## config.mk

```make
export PLATFORM = sky130hd
export DESIGN_NAME = four_connect_flat
export DESIGN_NICKNAME = d
export VERILOG_FILES = /design/src/rtl/four_connect_pkg.sv /design/src/rtl/four_connect_if.sv /design/src/rtl/four_connect_serializer.sv /design/src/rtl/four_connect.sv /design/src/flat_wrapper.sv
export SDC_FILE = /design/constraint.sdc
export NUM_CORES = 1
export LEC_CHECK = 0
export BUFFER_PORTS_ARGS = -buffer_cell sky130_fd_sc_hd__buf_2
export CAP_MARGIN = 20
export CORE_MARGIN = 4
export CORE_UTILIZATION = 45
export DETAILED_ROUTE_END_ITERATION = 8
export GPL_ROUTABILITY_DRIVEN = 0
export MAX_ROUTING_LAYER = met4
export PLACE_DENSITY_LB_ADDON = 0.15
export SYNTH_ARGS = -nofsm -noshare
export SYNTH_HDL_FRONTEND = slang
export SYNTH_SLANG_ARGS = --single-unit
```

## constraint.sdc

```tcl
create_clock -name clk -period 3 [get_ports clk]
set_clock_uncertainty 0.2 [all_clocks]
set_input_delay 0.3 -clock clk [delete_from_list [all_inputs] [get_ports clk]]
set_output_delay 0.3 -clock clk [all_outputs]
set_load 0.01 [all_outputs]
```

## src/rtl/four_connect_pkg.sv

```systemverilog
// Shared sizes, cell encoding and board type for the Connect Four core.
// board_to_frame fixes the LED frame bit order used by the serializer.
package four_connect_pkg;

    localparam int NUM_COLS   = 7;
    localparam int NUM_ROWS   = 6;
    localparam int FRAME_BITS = 84;
    localparam int COL_W      = 3;
    localparam int HGT_W      = 3;
    localparam int CNT_W      = 7;

    localparam logic [1:0] CELL_EMPTY = 2'b00;
    localparam logic [1:0] CELL_P1    = 2'b01;
    localparam logic [1:0] CELL_P2    = 2'b10;

    typedef logic [NUM_ROWS-1:0][1:0] column_t;
    typedef column_t [NUM_COLS-1:0]   board_t;

    typedef enum logic {SER_IDLE, SER_SHIFT} ser_state_t;

    // Column-major, bottom row first, cell bit1 ahead of bit0; frame bit 0 leaves first.
    function automatic logic [FRAME_BITS-1:0] board_to_frame(input board_t b);
        logic [FRAME_BITS-1:0] f;
        f = '0;
        for (int c = 0; c < NUM_COLS; c++) begin
            for (int r = 0; r < NUM_ROWS; r++) begin
                f[(c*NUM_ROWS + r)*2]     = b[c][r][1];
                f[(c*NUM_ROWS + r)*2 + 1] = b[c][r][0];
            end
        end
        return f;
    endfunction

endpackage

```

## src/rtl/four_connect_if.sv

```systemverilog
// Pin-level bundle between the button/LED pads and the Connect Four core.
interface four_connect_if;
    import four_connect_pkg::*;

    logic [NUM_COLS-1:0] pins;
    logic [COL_W-1:0]    col;
    logic                ready;
    logic                led;

    modport master (output pins, input col, input ready, input led);
    modport slave  (input pins, output col, output ready, output led);

endinterface

```

## src/rtl/four_connect_serializer.sv

```systemverilog
// Snapshots the board and shifts it out on led, one bit per clock.
// ack pulses on every edge that loads a new frame, including back-to-back reloads.
module four_connect_serializer
    import four_connect_pkg::*;
(
    input  logic   clk,
    input  logic   rst_n,
    input  board_t board,
    input  logic   req,
    output logic   ack,
    output logic   ready,
    output logic   led
);

    ser_state_t            state, state_n;
    logic [FRAME_BITS-1:0] shreg;
    logic [CNT_W-1:0]      cnt;
    logic                  last;

    assign last = (cnt == CNT_W'(FRAME_BITS - 1));

    always_comb begin
        state_n = state;
        ack     = 1'b0;
        case (state)
            SER_IDLE: begin
                if (req) begin
                    ack     = 1'b1;
                    state_n = SER_SHIFT;
                end
            end
            SER_SHIFT: begin
                if (last) begin
                    if (req) ack = 1'b1;
                    else     state_n = SER_IDLE;
                end
            end
            default: state_n = SER_IDLE;
        endcase
    end

    // After the final shift the register has emptied, so led falls to 0 with ready.
    always_ff @(posedge clk or negedge rst_n) begin
        if (!rst_n) begin
            state <= SER_IDLE;
            shreg <= '0;
            cnt   <= '0;
        end else begin
            state <= state_n;
            if (ack) begin
                shreg <= board_to_frame(board);
                cnt   <= '0;
            end else if (state == SER_SHIFT) begin
                shreg <= shreg >> 1;
                cnt   <= last ? '0 : cnt + CNT_W'(1);
            end
        end
    end

    assign ready = (state == SER_IDLE);
    assign led   = shreg[0];

endmodule

```

## src/rtl/four_connect.sv

```systemverilog
// Connect Four core: button priority encoder, press edge detect, board/heights/player,
// and a frame request towards the serializer.
module four_connect
    import four_connect_pkg::*;
(
    input  logic clk,
    input  logic rst_n,
    four_connect_if.slave bus
);

    logic [COL_W-1:0]                col_c, col_q;
    logic [COL_W-1:0]                idx;
    logic                            press, full, drop;
    logic                            player;
    logic                            frame_req, ack;
    board_t                          board;
    logic [NUM_COLS-1:0][HGT_W-1:0]  height;

    // Descending scan so the lowest set bit is the last to assign.
    always_comb begin
        col_c = '0;
        for (int i = NUM_COLS - 1; i >= 0; i--) begin
            if (bus.pins[i]) col_c = COL_W'(i + 1);
        end
    end

    assign bus.col = col_c;
    assign idx     = (col_c == '0) ? '0 : col_c - COL_W'(1);
    assign press   = (col_c != '0) && (col_q == '0);
    assign full    = (height[idx] == HGT_W'(NUM_ROWS));
    assign drop    = press && !full;

    always_ff @(posedge clk or negedge rst_n) begin
        if (!rst_n) begin
            col_q     <= '0;
            board     <= '0;
            height    <= '0;
            player    <= 1'b0;
            frame_req <= 1'b0;
        end else begin
            col_q     <= col_c;
            // A drop on the same edge as a load re-arms the request for the next frame.
            frame_req <= drop | (frame_req & ~ack);
            if (drop) begin
                board[idx][height[idx]] <= player ? CELL_P2 : CELL_P1;
                height[idx]             <= height[idx] + HGT_W'(1);
                player                  <= ~player;
            end
        end
    end

    four_connect_serializer u_ser (
        .clk   (clk),
        .rst_n (rst_n),
        .board (board),
        .req   (frame_req),
        .ack   (ack),
        .ready (bus.ready),
        .led   (bus.led)
    );

endmodule

```

## src/flat_wrapper.sv

```systemverilog
// flat-port wrapper written by rule: the top's interface ports become plain ports
module four_connect_flat import four_connect_pkg::*;
  (clk, rst_n, bus_pins, bus_col, bus_ready, bus_led);
  four_connect_if bus_i ();
  input  logic clk;
  input  logic rst_n;
  input wire logic [$bits(bus_i.pins)-1:0] bus_pins;
  output wire logic [$bits(bus_i.col)-1:0] bus_col;
  output wire logic [$bits(bus_i.ready)-1:0] bus_ready;
  output wire logic [$bits(bus_i.led)-1:0] bus_led;
  assign bus_i.pins = bus_pins;
  assign bus_col = bus_i.col;
  assign bus_ready = bus_i.ready;
  assign bus_led = bus_i.led;
  four_connect u_core (.clk(clk), .rst_n(rst_n), .bus(bus_i));
endmodule
```

* Yosys cells after proc, flatten, opt, wreduce, memory -nomap -nowiden
Cells that the tools add are included.
** Storage, ports and cells
- Bits in registers :: 202
- Input port bits :: 9
- Output and inout port bits :: 5
- Word-level logic and storage cells :: 107
** Operators by class
- Add/sub/neg operators :: 3
- $lt $le $gt $ge :: 4
- Equality and inequality tests :: 2
- Muxes and demuxes :: 29
- Bitwise gates (word level) :: 5
- Reduce and logical (&&, ||, !) cells :: 9
** Operators with widths (number)
- two-way mux 84 bit :: 2
- bitwise mux 84 bit :: 1
- demux 12 bit (select 3 bit) :: 1
- two-way mux 3 bit :: 10
- bitwise mux 21 bit :: 1
- two-way mux 7 bit :: 3
- two-way mux 12 bit :: 1
- binary-select mux 3 bit (select 3 bit) :: 1
- demux 3 bit (select 3 bit) :: 1
- < comparator 3 x 4 -> 1 bit (second input constant) :: 2
- adder 7 x 1 -> 7 bit (second input constant) :: 1
- == test 7 bit (second input constant) :: 1
- demux 2 bit (select 3 bit) :: 1
- >= comparator 3 x 1 -> 1 bit (second input constant) :: 2
- logical NOT 3 bit :: 2
- logical AND 1 bit :: 4
- two-way mux 2 bit :: 2
- case mux 1 bit (2 select lines) :: 2
- adder 3 x 1 -> 3 bit (second input constant) :: 1
- == test 3 bit (second input constant) :: 1
- two-way mux 1 bit :: 3
- inverter 1 bit :: 3
- nonzero test 3 bit :: 1
- subtractor 3 x 1 -> 3 bit (second input constant) :: 1
- 4 further kinds :: 4

* Logic depth before layout (Yosys ltp)
- Word-level depth :: 18
- Depth in mapped cells :: 16
- Mapped depth without buffers :: 13

* Hierarchy
From an unflattened synthesis, not the netlist that was laid out.
** Second synthesis, totals
- Cells, all modules :: 864
- Area total of the unflattened synthesis :: 9984.6 um2
** By module, submodules not included
- four_connect :: instances 1, cells each 440, area an instance 5079.9 um2, seq. area each 2752.6 um2
- four_connect_serializer :: instances 1, cells each 424, area an instance 4904.7 um2, seq. area each 2302.2 um2

* Worst setup path after synthesis
No wires, ideal clock.
- Path type :: in2reg
- From :: in bus_pins[5]
- To :: reg, netlist name u_core.board[41]
- Library setup time :: 125 ps
- Arrival :: 3570 ps
- Data required time :: 2675 ps
- Path slack :: -895 ps
- Cell stages on the path :: 13
- Path buffers :: 2
- Path through :: nand2b_1 -> a221oi_4 -> or2_0 -> buf_2 -> inv_1 -> ha_1 -> ha_1 -> clkbuf_1 -> or2_2 -> nor2_2 -> mux2_2 -> nor3_1 -> mux2_2
** On the way
- Cells in the longest elaborated chain, start to end :: 17
- Elaborated cells on any way between the ends :: 27
- Those cells by class :: 1 x add/sub; 4 x order compare; 1 x eq/ne; 14 x mux; 7 x reduce/logical
** Ends and longest elaborated chain
- start, declared :: RTL line flat_wrapper.sv:7 : input wire logic [$bits(bus_i.pins)-1:0] bus_pins;
- two-way mux 3 bit * (6 in series) :: RTL line four_connect.sv:23 : if (bus.pins[i]) col_c = COL_W'(i + 1);
- subtractor 3 x 1 -> 3 bit / logical NOT 3 bit (equally long branches) :: RTL line four_connect.sv:28 : assign idx = (col_c == '0) ? '0 : col_c - COL_W'(1);
- two-way mux 3 bit :: RTL line four_connect.sv:28
- binary-select mux 3 bit (select 3 bit) :: RTL line four_connect.sv:30, four_connect.sv:45
- two-way mux 3 bit (implied by the code) :: RTL line four_connect.sv:30, four_connect.sv:45
- < comparator 3 x 4 -> 1 bit (implied by the code) / >= comparator 3 x 1 -> 1 bit (equally long branches) :: RTL line four_connect.sv:45 : board[idx][height[idx]] <= player ? CELL_P2 : CELL_P1;
- logical AND 1 bit (implied by the code) :: RTL line four_connect.sv:45
- two-way mux 2 bit :: RTL line four_connect.sv:45
- demux 2 bit (select 3 bit)
- two-way mux 12 bit :: RTL line four_connect.sv:45
- demux 12 bit (select 3 bit)
- bitwise mux 84 bit :: RTL line four_connect.sv:45
Mark *: on every way between the ends. The rest lies on a longest branch, timed or not. The select of a mux whose other input is x is not followed.
A chain may end at the register's enable or synchronous reset.

* Worst setup path in the final report
- From :: in bus_pins[4]
- To :: reg, netlist name u_core.board[43]
** On the way
- Cells in the longest elaborated chain, start to end :: 16
- Elaborated cells on any way between the ends :: 26
- Those cells by class :: 1 x add/sub; 4 x order compare; 1 x eq/ne; 13 x mux; 7 x reduce/logical
** Ends and longest elaborated chain (RTL line)
- two-way mux 3 bit * (5 in series) :: four_connect.sv:23
- subtractor 3 x 1 -> 3 bit / logical NOT 3 bit (equally long branches) :: four_connect.sv:28
- two-way mux 3 bit :: four_connect.sv:28
- binary-select mux 3 bit (select 3 bit) :: four_connect.sv:30, four_connect.sv:45
- two-way mux 3 bit (implied by the code) :: four_connect.sv:30, four_connect.sv:45
- < comparator 3 x 4 -> 1 bit (implied by the code) / >= comparator 3 x 1 -> 1 bit (equally long branches) :: four_connect.sv:45
- logical AND 1 bit (implied by the code) :: four_connect.sv:45
- two-way mux 2 bit :: four_connect.sv:45
- demux 2 bit (select 3 bit)
- two-way mux 12 bit :: four_connect.sv:45
- demux 12 bit (select 3 bit)
- bitwise mux 84 bit :: four_connect.sv:45
Marked as above.

==> summary.txt <==
Outcome
  • Outcome: finished, violations left
  • Violated checks: setup timing

Finish
  • Share of cells above drive strength 1: ~29%
  • Nets@finish: between 900 and 1,000
  • Area of the multi-input gates: slightly above 0.004 mm2
  • Commonest non-fill, non-tap cell in the layout: dfrtp_1
  • Ant diodes: 0
  • Layout Area Growth over Synthesis: 26.0%
  • Final Util: around three fifths
  • Most frequent cells in the layout: dfrtp_1, nand2_1, buf_4
  • FF/Latch Area: between 0.005 and 0.006 mm2
  • Fillers: 1,663

Power and ir drop
  • Internal power: 0.00551 W
  • Switching pwr: 0.00239 W
  • Sw frac: 30.2%
  • PD cells: a little under 700 mW/mm2
  • Share of power burned in registers: a little over two fifths
  • Pwr Total: between 0.007 and 0.008 W
  • VDD IR-drop max: roughly 0.43 mV
  • Logic gate share of total power: roughly 23%
  • Clock Power Share: 35.2%
  • P_leak: 5.46 nW

Timing
  • RSZ-0062 raised after global routing: yes
  • Post-layout min period: 3.01 ns
  • Minimum hold slack: roughly 0.013 ns
  • Fin Setup TNS: -0.0108 ns
  • Slew headroom: a little over half
  • Final setup vio count: 1
  • Fin. Hold Viols: 0
  • Worst slew pin tran: between 0.7 and 0.8 ns
  • Final worst-path cycle share: 100%
  • PnR worst setup slack: -0.0108 ns
  • Max Clk Rate: 332 MHz
  • Slew Limit Fails: 0

Setup path
  • Crit start category: primary input
  • Worst R2R Path Depth: 6
  • Critical Path Sink Type: flop
  • CP top delay family: simple AND/OR/NAND/NOR gates
  • CP max stage delay: about 0.55 ns
  • Crit path DAT: between 3 and 4 ns
  • Critical path class: in2reg
  • Critical Path RT: 3.18 ns
  • Worst r2r src: u_core.height[10]
  • CP Buf/Inv Count: 2
  • Critical path's slowest cell: or4b_4
  • R2R setup slack: 0.56 ns
  • Worst-path fanout max: 4
  • R2R Path End: u_core.board[43]
  • Crit-path cells: buf_2 > buf_4 > nor2_1 > o21ai_1 > a21o_1 > ha_4 > ha_4 > or4b_4 > o21ai_4 > or4b_4 > a221oi_4 > nand2_2 > mux2_4

Synth
  • Synth top area cells: dfrtp_1, nand2_1, a22oi_1
  • Seq/Total Area, Yosys: a little under three fifths
  • Post-Synthesis Cells: 864
  • Complex-gate fraction of the synthesized area: around 14%
  • Post-synth EDFFs: 0
  • Async SR Flop Fraction: 100%
  • Synth unique cells: between 50 and 60
  • Post-synth top flop: dfrtp_1
  • Synth Area in Simple Gates: between 10% and 20%
  • Post-Synth Adder-Cell Area: less than 1%
  • Post-Syn Area: between 0.009 and 0.01 mm2
  • Area leader, netlist: dfrtp_1
  • Synth Register Bits: just over 200
  • Largest family of logic cells by synthesized area: compound AO/OA/AOI/OAI gates
  • Post-synthesis mux area share: between 10% and 20%
  • Syn avg cell area: between 10 and 15 um2
  • XOR/XNOR Fraction of Synth Area: less than 1%
  • Top cell type's share of synthesized area: 56.0%
  • Synth Warn #: 0
  • Net count after synthesis: just under 900

Placement
  • Post-DP HPWL: about 15,000 um
  • I/O Buffers: 13
  • Post-Place Worst Slack: -0.715 ns

Clock network
  • Worst skew pair latency: around 0.5 ns
  • Number of levels in the clock H-tree: 1
  • Clock slew at reported path FFs: approximately 0.060 ns
  • Num CTS Buffers: 23
  • CTS Buffer Depth: 3
  • Root Buffer: clkbuf_16
  • # clock sinks: slightly above 200
  • TritonCTS clock tree: built

Routing
  • Routed vias: between 6,000 and 7,000
  • Vias/cell: between 5 and 6
  • First DRT Iteration DRCs: roughly 450
  • # DRC: 0
  • Final ANT Viol Nets: 0
  • Detailed-route wire length: roughly 22,000 um
  • WL per Instance: ~18 um
  • Total iterations of the first detailed-routing run: 6

GRT
  • Gr ovfl total: 0
  • Pin count of the biggest net entering global routing: 85
  • Initial antenna violation count: 0
  • All-layer global routing usage: roughly a fifth
  • First-pass GRT wire length: ~37,000 um
  • Vias in the first global route: 7,097

Worst hold path
  • Sink of the worst hold path: u_core.col_q[2]
  • Path category of the worst min-delay check: in2reg
  • Hold path start: bus_pins[0]
  • Min-Delay Path Depth: 5

Floorplan
  • Die W: about 150 um
  • Total core area: 0.0196 mm2
  • Floorplan row count: 51
  • Starting Density: around 46%
  • I/O pin count: 14
  • Die ar.: between 0.02 and 0.025 mm2
  • Chip Height: about 150 um

Flow run
  • MaxCap Viol Count: 0
tightest hold or removal path: cells and delay by family:
| family | cells | cell delay (ns) |
|---|---|---|
| AO/OA/AOI/OAI | 1 | 0.04 |
| buffers and inverters | 3 | 0.28 |
| AND/OR/NAND/NOR | 1 | 0.05 |
repair_timing:
item / CTS / global route
endpoints found under the setup margin: 62 / 84
pin swaps: 9 / 11
hold buffers: 2 / 0
hold endpoints to repair: 66 / 0
buffers inserted: 3 / 4
gates resized for setup: 18 / 37
cells in the mapped netlist (7+ instances only):
library cell / instances
nand2_1: 186
clkbuf_1: 45
a21oi_1: 17
inv_1: 39
o31ai_1: 13
mux2_2: 45
nand3_1: 7
nor2_1: 30
nor3_1: 24
mux2i_1: 42
a22oi_1: 83
dfrtp_1: 202
o21ai_0: 48
worst max-delay path by stage:
stage	start	end	slack [ns]	depth (start not counted)
floorplan	bus_pins[5]	u_core.board[43]	-0.69	13
global placement	bus_pins[5]	u_core.board[69]	-0.64	14
detailed placement	bus_pins[5]	u_core.board[69]	-0.71	14
CTS	bus_pins[5]	u_core.board[77]	-0.005	15
global route	bus_pins[4]	u_core.board[43]	-0.08	13
finish	bus_pins[4]	u_core.board[43]	-0.01	13
registers in the layout, indices dropped and copies added, names as in the netlist:
register and cells:
u_core.u_ser.cnt 7, u_core.u_ser.shreg 84, u_core.frame_req 1, u_core.u_ser.state 1, u_core.board 84, u_core.col_q 3, u_core.player 1, u_core.height 21
stage by stage:
stage	instances	area (um2)
2_1_floorplan	864	9280
3_3_place_gp	1191	10300
3_5_place_dp	1191	10300
4_1_cts	1237	11200
5_1_grt	1241	11400
6_report	1241	11400
power by group through the flow:
| stage | clock network [W] | logic [W] | registers (W) |
|---|---|---|---|
| detailed placement | 0 | 0.00163 | 0.00334 |
| finish | 0.00278 | 0.00181 | 0.00330 |
| CTS | 0.00284 | 0.00171 | 0.00330 |
| global route | 0.00297 | 0.00197 | 0.00334 |
| floorplan | 0 | 0.00105 | 0.00320 |
| global placement | 0 | 0.00157 | 0.00333 |
cells by family after synthesis:
| family | Yosys count |
|---|---|
| flops | 202 |
| simple gates | 286 |
| compound gates | 182 |
| buf+inv | 95 |
| fa+ha+maj | 4 |
| xor+xnor | 2 |
| mux | 93 |
cell type report:
cell class	instances	share of cell area, %
clock inverter	10	0.925
clock buffer	31	5.68
tap	265	2.92
sequential	202	44.5
multi-input combinational	567	35.6
timing repair buffer	127	9.12
inverter	39	1.31
layer usage:
| layer | up-vias | routed length [um] | track usage, % |
|---|---|---|---|
| li1 | 3202 | - | - |
| met3 | 25 | 847 | 2.88 |
| met4 | 0 | 394 | 4.81 |
| met2 | 131 | 11200 | 35.1 |
| met1 | 3497 | 9960 | 27.6 |
| met5 | - | 0 | - |
(Power assumes the default switching activity.)
